`src/rtl/wf_mdu_pkg.sv`:
```
// wf_mdu_pkg: op encodings, FSM states and sizing helpers shared by the multiply/divide unit.
package wf_mdu_pkg;
  typedef enum logic [1:0] {OP_MULTU = 2'b00, OP_MULT = 2'b01, OP_DIVU = 2'b10, OP_DIV = 2'b11} op_e;
  typedef enum logic [1:0] {IDLE, RUN, FIX} state_e;
  localparam int WL_DEF = 4;
  function automatic int cnt_w(input int n);
    return $clog2(n);
  endfunction
  function automatic logic is_div(input op_e o);
    return o[1];
  endfunction
endpackage

```
`src/rtl/wf_mul_div_unit_if.sv`:
```
// wf_mul_div_unit_if: command/operand and HI/LO result bundle between execute control and the MDU.
interface wf_mul_div_unit_if #(parameter int WL = wf_mdu_pkg::WL_DEF);
  import wf_mdu_pkg::*;
  localparam int N = WL * 8;
  logic start;
  op_e op;
  logic [N-1:0] SRCA, SRCB, HI, LO;
  logic busy, done, div_by_zero;
  modport master (output start, op, SRCA, SRCB, input busy, done, div_by_zero, HI, LO);
  modport slave (input start, op, SRCA, SRCB, output busy, done, div_by_zero, HI, LO);
endinterface

```
`src/rtl/wf_mdu_iter_step.sv`:
```
// wf_mdu_iter_step: one shift-add (multiply) or restoring shift-subtract (divide) step on a 2N+1-bit accumulator.
module wf_mdu_iter_step #(parameter int N = 32) (
  input  logic [2*N:0] acc_i,
  input  logic [N-1:0] m_i,
  input  logic         div_i,
  output logic [2*N:0] acc_o
);
  logic [N:0] sum;
  logic [N+1:0] trial;
  always_comb begin
    sum = acc_i[2*N:N] + (acc_i[0] ? {1'b0, m_i} : '0);
    trial = {1'b0, acc_i[2*N-1:N-1]} - {2'b0, m_i};
    acc_o = !div_i ? {1'b0, sum, acc_i[N-1:1]} :
            trial[N+1] ? {acc_i[2*N-1:0], 1'b0} : {trial[N:0], acc_i[N-2:0], 1'b1};
  end
endmodule

```
`src/rtl/wf_mul_div_unit.sv`:
```
// wf_mul_div_unit: iterative MULT/MULTU/DIV/DIVU with HI/LO result registers and N+1 cycle latency.
// Define WF_MDU_SIGNED_EN for signed MULT/DIV; otherwise op[0] is ignored and all ops are unsigned.
module wf_mul_div_unit
  import wf_mdu_pkg::*;
#(parameter int WL = WL_DEF) (
  input logic CLK,
  input logic RST,
  wf_mul_div_unit_if.slave bus
);
  localparam int N = WL * 8;
  localparam int CW = cnt_w(N);
  state_e state_q;
  logic [CW-1:0] cnt_q;
  logic [2*N:0] acc_q, acc_n;
  logic [2*N-1:0] prod;
  logic [N-1:0] m_q, hi_q, lo_q, mag_a, mag_b, quo, rem;
  logic div_q, bz_q, busy_q, done_q, dbz_q;
`ifdef WF_MDU_SIGNED_EN
  logic sa, sb, neg_res_q, neg_rem_q;
  assign sa = bus.op[0] & bus.SRCA[N-1];
  assign sb = bus.op[0] & bus.SRCB[N-1];
  assign mag_a = sa ? -bus.SRCA : bus.SRCA;
  assign mag_b = sb ? -bus.SRCB : bus.SRCB;
  assign prod = neg_res_q ? -acc_q[2*N-1:0] : acc_q[2*N-1:0];
  assign quo = neg_res_q ? -acc_q[N-1:0] : acc_q[N-1:0];
  assign rem = neg_rem_q ? -acc_q[2*N-1:N] : acc_q[2*N-1:N];
`else
  assign mag_a = bus.SRCA;
  assign mag_b = bus.SRCB;
  assign prod = acc_q[2*N-1:0];
  assign quo = acc_q[N-1:0];
  assign rem = acc_q[2*N-1:N];
`endif
  // Product is commutative, so SRCA always seeds the low half and SRCB is the added/subtracted operand.
  wf_mdu_iter_step #(.N(N)) u_step (.acc_i(acc_q), .m_i(m_q), .div_i(div_q), .acc_o(acc_n));
  always_ff @(posedge CLK or negedge RST) begin
    if (!RST) begin
      state_q <= IDLE;
      cnt_q <= '0;
      acc_q <= '0;
      m_q <= '0;
      div_q <= 1'b0;
      bz_q <= 1'b0;
      busy_q <= 1'b0;
      done_q <= 1'b0;
      dbz_q <= 1'b0;
      hi_q <= '0;
      lo_q <= '0;
`ifdef WF_MDU_SIGNED_EN
      neg_res_q <= 1'b0;
      neg_rem_q <= 1'b0;
`endif
    end else begin
      done_q <= 1'b0;
      case (state_q)
        IDLE: if (bus.start) begin
          state_q <= RUN;
          cnt_q <= '0;
          acc_q <= {{(N+1){1'b0}}, mag_a};
          m_q <= mag_b;
          div_q <= is_div(bus.op);
          bz_q <= bus.SRCB == '0;
          busy_q <= 1'b1;
          dbz_q <= 1'b0;
`ifdef WF_MDU_SIGNED_EN
          neg_res_q <= sa ^ sb;
          neg_rem_q <= sa;
`endif
        end
        RUN: begin
          acc_q <= acc_n;
          cnt_q <= cnt_q + 1'b1;
          if (cnt_q == CW'(N - 1)) state_q <= FIX;
        end
        FIX: begin
          state_q <= IDLE;
          busy_q <= 1'b0;
          done_q <= 1'b1;
          dbz_q <= div_q & bz_q;
          hi_q <= div_q ? rem : prod[2*N-1:N];
          lo_q <= div_q ? (bz_q ? '1 : quo) : prod[N-1:0];
        end
        default: state_q <= IDLE;
      endcase
    end
  end
  assign bus.busy = busy_q;
  assign bus.done = done_q;
  assign bus.div_by_zero = dbz_q;
  assign bus.HI = hi_q;
  assign bus.LO = lo_q;
endmodule
```
`src/flat_wrapper.sv`:
```
// flat-port wrapper written by rule: the top's interface ports become plain ports
module wf_mul_div_unit_flat import wf_mdu_pkg::*;
#(parameter int WL = WL_DEF)
  (CLK, RST, bus_start, bus_op, bus_SRCA, bus_SRCB, bus_busy, bus_done, bus_div_by_zero, bus_HI, bus_LO);
  wf_mul_div_unit_if #(.WL(WL)) bus_i ();
  input logic CLK;
  input logic RST;
  input wire logic [$bits(bus_i.start)-1:0] bus_start;
  input wire logic [$bits(bus_i.op)-1:0] bus_op;
  input wire logic [$bits(bus_i.SRCA)-1:0] bus_SRCA;
  input wire logic [$bits(bus_i.SRCB)-1:0] bus_SRCB;
  output wire logic [$bits(bus_i.busy)-1:0] bus_busy;
  output wire logic [$bits(bus_i.done)-1:0] bus_done;
  output wire logic [$bits(bus_i.div_by_zero)-1:0] bus_div_by_zero;
  output wire logic [$bits(bus_i.HI)-1:0] bus_HI;
  output wire logic [$bits(bus_i.LO)-1:0] bus_LO;
  assign bus_i.start = bus_start;
  assign bus_i.op = bus_op;
  assign bus_i.SRCA = bus_SRCA;
  assign bus_i.SRCB = bus_SRCB;
  assign bus_busy = bus_i.busy;
  assign bus_done = bus_i.done;
  assign bus_div_by_zero = bus_i.div_by_zero;
  assign bus_HI = bus_i.HI;
  assign bus_LO = bus_i.LO;
  wf_mul_div_unit #(.WL(WL)) u_core (.CLK(CLK), .RST(RST), .bus(bus_i));
endmodule
```
`config.mk`:
```
export PLATFORM = sky130hd
export DESIGN_NAME = wf_mul_div_unit_flat
export DESIGN_NICKNAME = d
export VERILOG_FILES = /design/src/rtl/wf_mdu_pkg.sv /design/src/rtl/wf_mul_div_unit_if.sv /design/src/rtl/wf_mdu_iter_step.sv /design/src/rtl/wf_mul_div_unit.sv /design/src/flat_wrapper.sv
export SDC_FILE = /design/constraint.sdc
export NUM_CORES = 1
export LEC_CHECK = 0
export CAP_MARGIN = 20
export CORE_MARGIN = 2
export CORE_UTILIZATION = 30
export CTS_CLUSTER_SIZE = 25
export DETAILED_ROUTE_END_ITERATION = 8
export SETUP_SLACK_MARGIN = 0.3
export SLEW_MARGIN = 20
export SYNTH_ARGS = -nofsm -noshare
export SYNTH_HDL_FRONTEND = slang
export SYNTH_SLANG_ARGS = --single-unit
```
`constraint.sdc`:
```
create_clock -name CLK -period 3.26 [get_ports CLK]
set_input_delay 0.978 -clock CLK [delete_from_list [all_inputs] [get_ports CLK]]
set_output_delay 0.978 -clock CLK [all_outputs]
set_load 0.01 [all_outputs]
```
==> run metrics <==
status=complete, no violations; endpoints failing setup=0; number of flops mapped to enable cells by yosys=0; R2R Setup Slk=0.21 ns; antenna-violating nets left=0; Port Buf Inserts=134; IO Pins=136; fraction of layout cells with a size suffix above 1=15.4%; CP Class=reg -> reg; Initial DRT Pass Iterations=5; Skew-Pair Late Insertion Delay=0.43 ns; sequential power share=21.4%; CTS Buf Count=17; Detail Placement HPWL=25000 um; pwr dens=1180 nW/um^2; flops & latches, synth=173; min cycle time layout=3.05 ns; largest net degree at the start of global routing=71; n_diodes=0; core area=36700 sq um; first-pass GRT wire length=55100 um; Initial Utilization=30.5%; Clock Path Buffers=2; Net Count, Synth=1441; fmax=327 MHz; Power, Total=17.5 mW; met1 WL=16300 um; met2 routed WL=15600 um; Fin Clk Skew=0.0117 ns; Max Used Layer=met5; syn_area_per_cell=8.58 sq um; Hold Crit Class=reg -> reg; Clock transition at path regs=0.07 ns; DRT Wirelength=35000 um; Die Y=197 um; Yosys cell types=65; share of the synthesized area in the top cell type=38.7%; final slew viol count=0; power share of the clock group=11.7%; vias in the first global route=10000; pre-CTS setup slack=-0.137 ns; dominant synthesized flop cell=dfrtp_1; area grow syn2layout=32.3%; grt ovf=0; DR DRC count=0; combinational fraction of design power=66.8%; Post-synth ARST share=100%; DR iter-0 viols=633; leakage=6.52 nW; final worst path period share=93.7%; sequential area share after synthesis=38.7%; RSZ-0062 raised after global routing=yes; CTS tree=built; CTS H-tree depth=4; Worst-Margin Slew=1.07 ns; CP Capture Type=flip-flop; maxcap violations=0; setup TNS=0 ns; CP Data Required Time=3.57 ns; post-route setup slack=0.205 ns; Rows=70; vias after detailed routing=10200; relative slew slack=28.4%; GRT Resource Usage Total=17.9%; Detail Route met3 WL=2410 um; Sink Count=173; top post-synthesis cells by area=dfrtp_1 (39%), nand2_1 (7.4%), ha_1 (7.4%); Post-Syn Area=11200 sq um; vias per inst=5.24; Final nets=1609; critical-path maximum fanout=8; initial antenna violation count=3; Sw Share=45.9%; cell taking the most area after synthesis=dfrtp_1; Fin. Hold Viols=0; most instantiated cells after synthesis=nand2_1 (222), dfrtp_1 (173), a21oi_1 (112), o21ai_0 (112), nor2_1 (70); WL/cell=17.9 um; Arr. time, crit path=3.37 ns; net switching power=8.04 mW; CTS Hold Bufs=0; top-count cell post-synth=nand2_1; crit path launch type=flip-flop; Syn. warnings=0; Synth Instances=1304; Root Driver=clkbuf_16; peak supply drop=0.580 mV; routability-driven placement congestion ratio=0.872; Die Area=38900 sq um; Pint=9.48 mW; chip width=197 um
## final cells by class
class                   count  area [sq um]
clock buffers              19           443
inverters                  53           199
fillers                  3662         21900
flip-flops and latches    173          4340
clock inverters            13           128
multi-input cells        1007          6990
repair buffers            220          2130
well taps                 468           586
## power by group through the flow
| stage | clock (mW) | sequential [mW] | combinational [mW] |
|---|---|---|---|
| after floorplan | 0 | 3.41 | 7.61 |
| after global routing | 2.19 | 3.84 | 12.9 |
| after detailed placement | 0 | 3.69 | 10.2 |
| after CTS | 2.09 | 3.70 | 10.9 |
| after global placement | 0 | 3.68 | 10.1 |
| final | 2.06 | 3.75 | 11.7 |
## placed cells by master (no fill, tap or decap), types with 20 or more instances in the layout
| cell | Yosys | routed |
|---|---|---|
| a21oi_1 | 112 | 96 |
| clkdlybuf4s50_1 | 0 | 133 |
| ha_4 | 0 | 21 |
| o21ai_1 | 13 | 20 |
| xor2_1 | 22 | 22 |
| buf_4 | 1 | 71 |
| o22a_1 | 32 | 32 |
| nand2_1 | 222 | 220 |
| o21ai_0 | 112 | 98 |
| dfrtp_1 | 173 | 167 |
| mux2i_1 | 56 | 56 |
| inv_1 | 52 | 49 |
| xnor2_1 | 31 | 31 |
| a21o_1 | 37 | 37 |
| nor2_1 | 70 | 67 |
| and2_1 | 33 | 28 |
| ha_1 | 66 | 35 |
## layer usage
layer,GRT usage (%),vias to the layer above
met1,24.4,4965
met4,4.29,6
met2,27.9,267
met3,5.33,36
met5,0,-
li1,-,4964
## registers in the layout, indices dropped and copies added, names as in the netlist
name                    cells
u_core.bus.LO              32
u_core.bus.busy             1
u_core.acc_q               65
u_core.bus.HI              32
u_core.div_q                1
u_core.m_q                 32
u_core.state_q              2
u_core.bus.div_by_zero      1
u_core.bus.done             1
u_core.bz_q                 1
u_core.cnt_q                5
## cells by family after synthesis
group,after synthesis,share of synthesized area (%)
AND/OR/NAND/NOR,415,16.5
AO/OA/AOI/OAI,414,23.3
flip-flops,173,38.7
buffers and inverters,124,4.58
adder cells (fa/ha/maj),68,7.73
multiplexers,57,5.11
XOR/XNOR,53,4.15
## path summary, 6_finish.rpt
check,start,endpoint,cells after the start
hold / removal,u_core.bus.HI[15],u_core.bus.HI[15],2
min in group asynchronous,RST,u_core.acc_q[10],1
hold reg to reg,u_core.bus.HI[15],u_core.bus.HI[15],2
setup reg to reg,u_core.acc_q[0],u_core.acc_q[61],13
max in group asynchronous,RST,u_core.acc_q[42],2
setup / recovery,u_core.acc_q[0],u_core.acc_q[61],13
## metrics by stage
stage | cell area (sq um) | hold WS [ns] | instances | utilization, %
2_1_floorplan | 11200 | 0.449 | 1304 | -
3_3_place_gp | 13500 | 0.462 | 1908 | 36.7
5_1_grt | 14800 | 0.500 | 1953 | 40.3
6_report | 14800 | 0.475 | 1953 | 40.3
3_5_place_dp | 13500 | 0.463 | 1908 | 36.7
4_1_cts | 14400 | 0.484 | 1944 | 39.2
## repair_timing
| action | in CTS | in global routing |
|---|---|---|
| gates resized for setup | 62 | 74 |
| setup buffers | 4 | 7 |
| cloned | 0 | 2 |
| pin swaps | 24 | 37 |
| setup endpoints to repair | 19 | 21 |
## critical path, cell delays in order (launching register included)
cell,delay [ns]
dfrtp_2,0.50
buf_12,0.18
buf_8,0.12
and2_1,0.13
ha_1,0.31
buf_4,0.16
and3_4,0.26
nor2_1,0.07
a21oi_2,0.26
nand2_4,0.09
o211ai_1,0.18
nand2_1,0.15
xnor2_1,0.17
a221o_1,0.33
No activity file was read; power rests on OpenSTA's default activity.
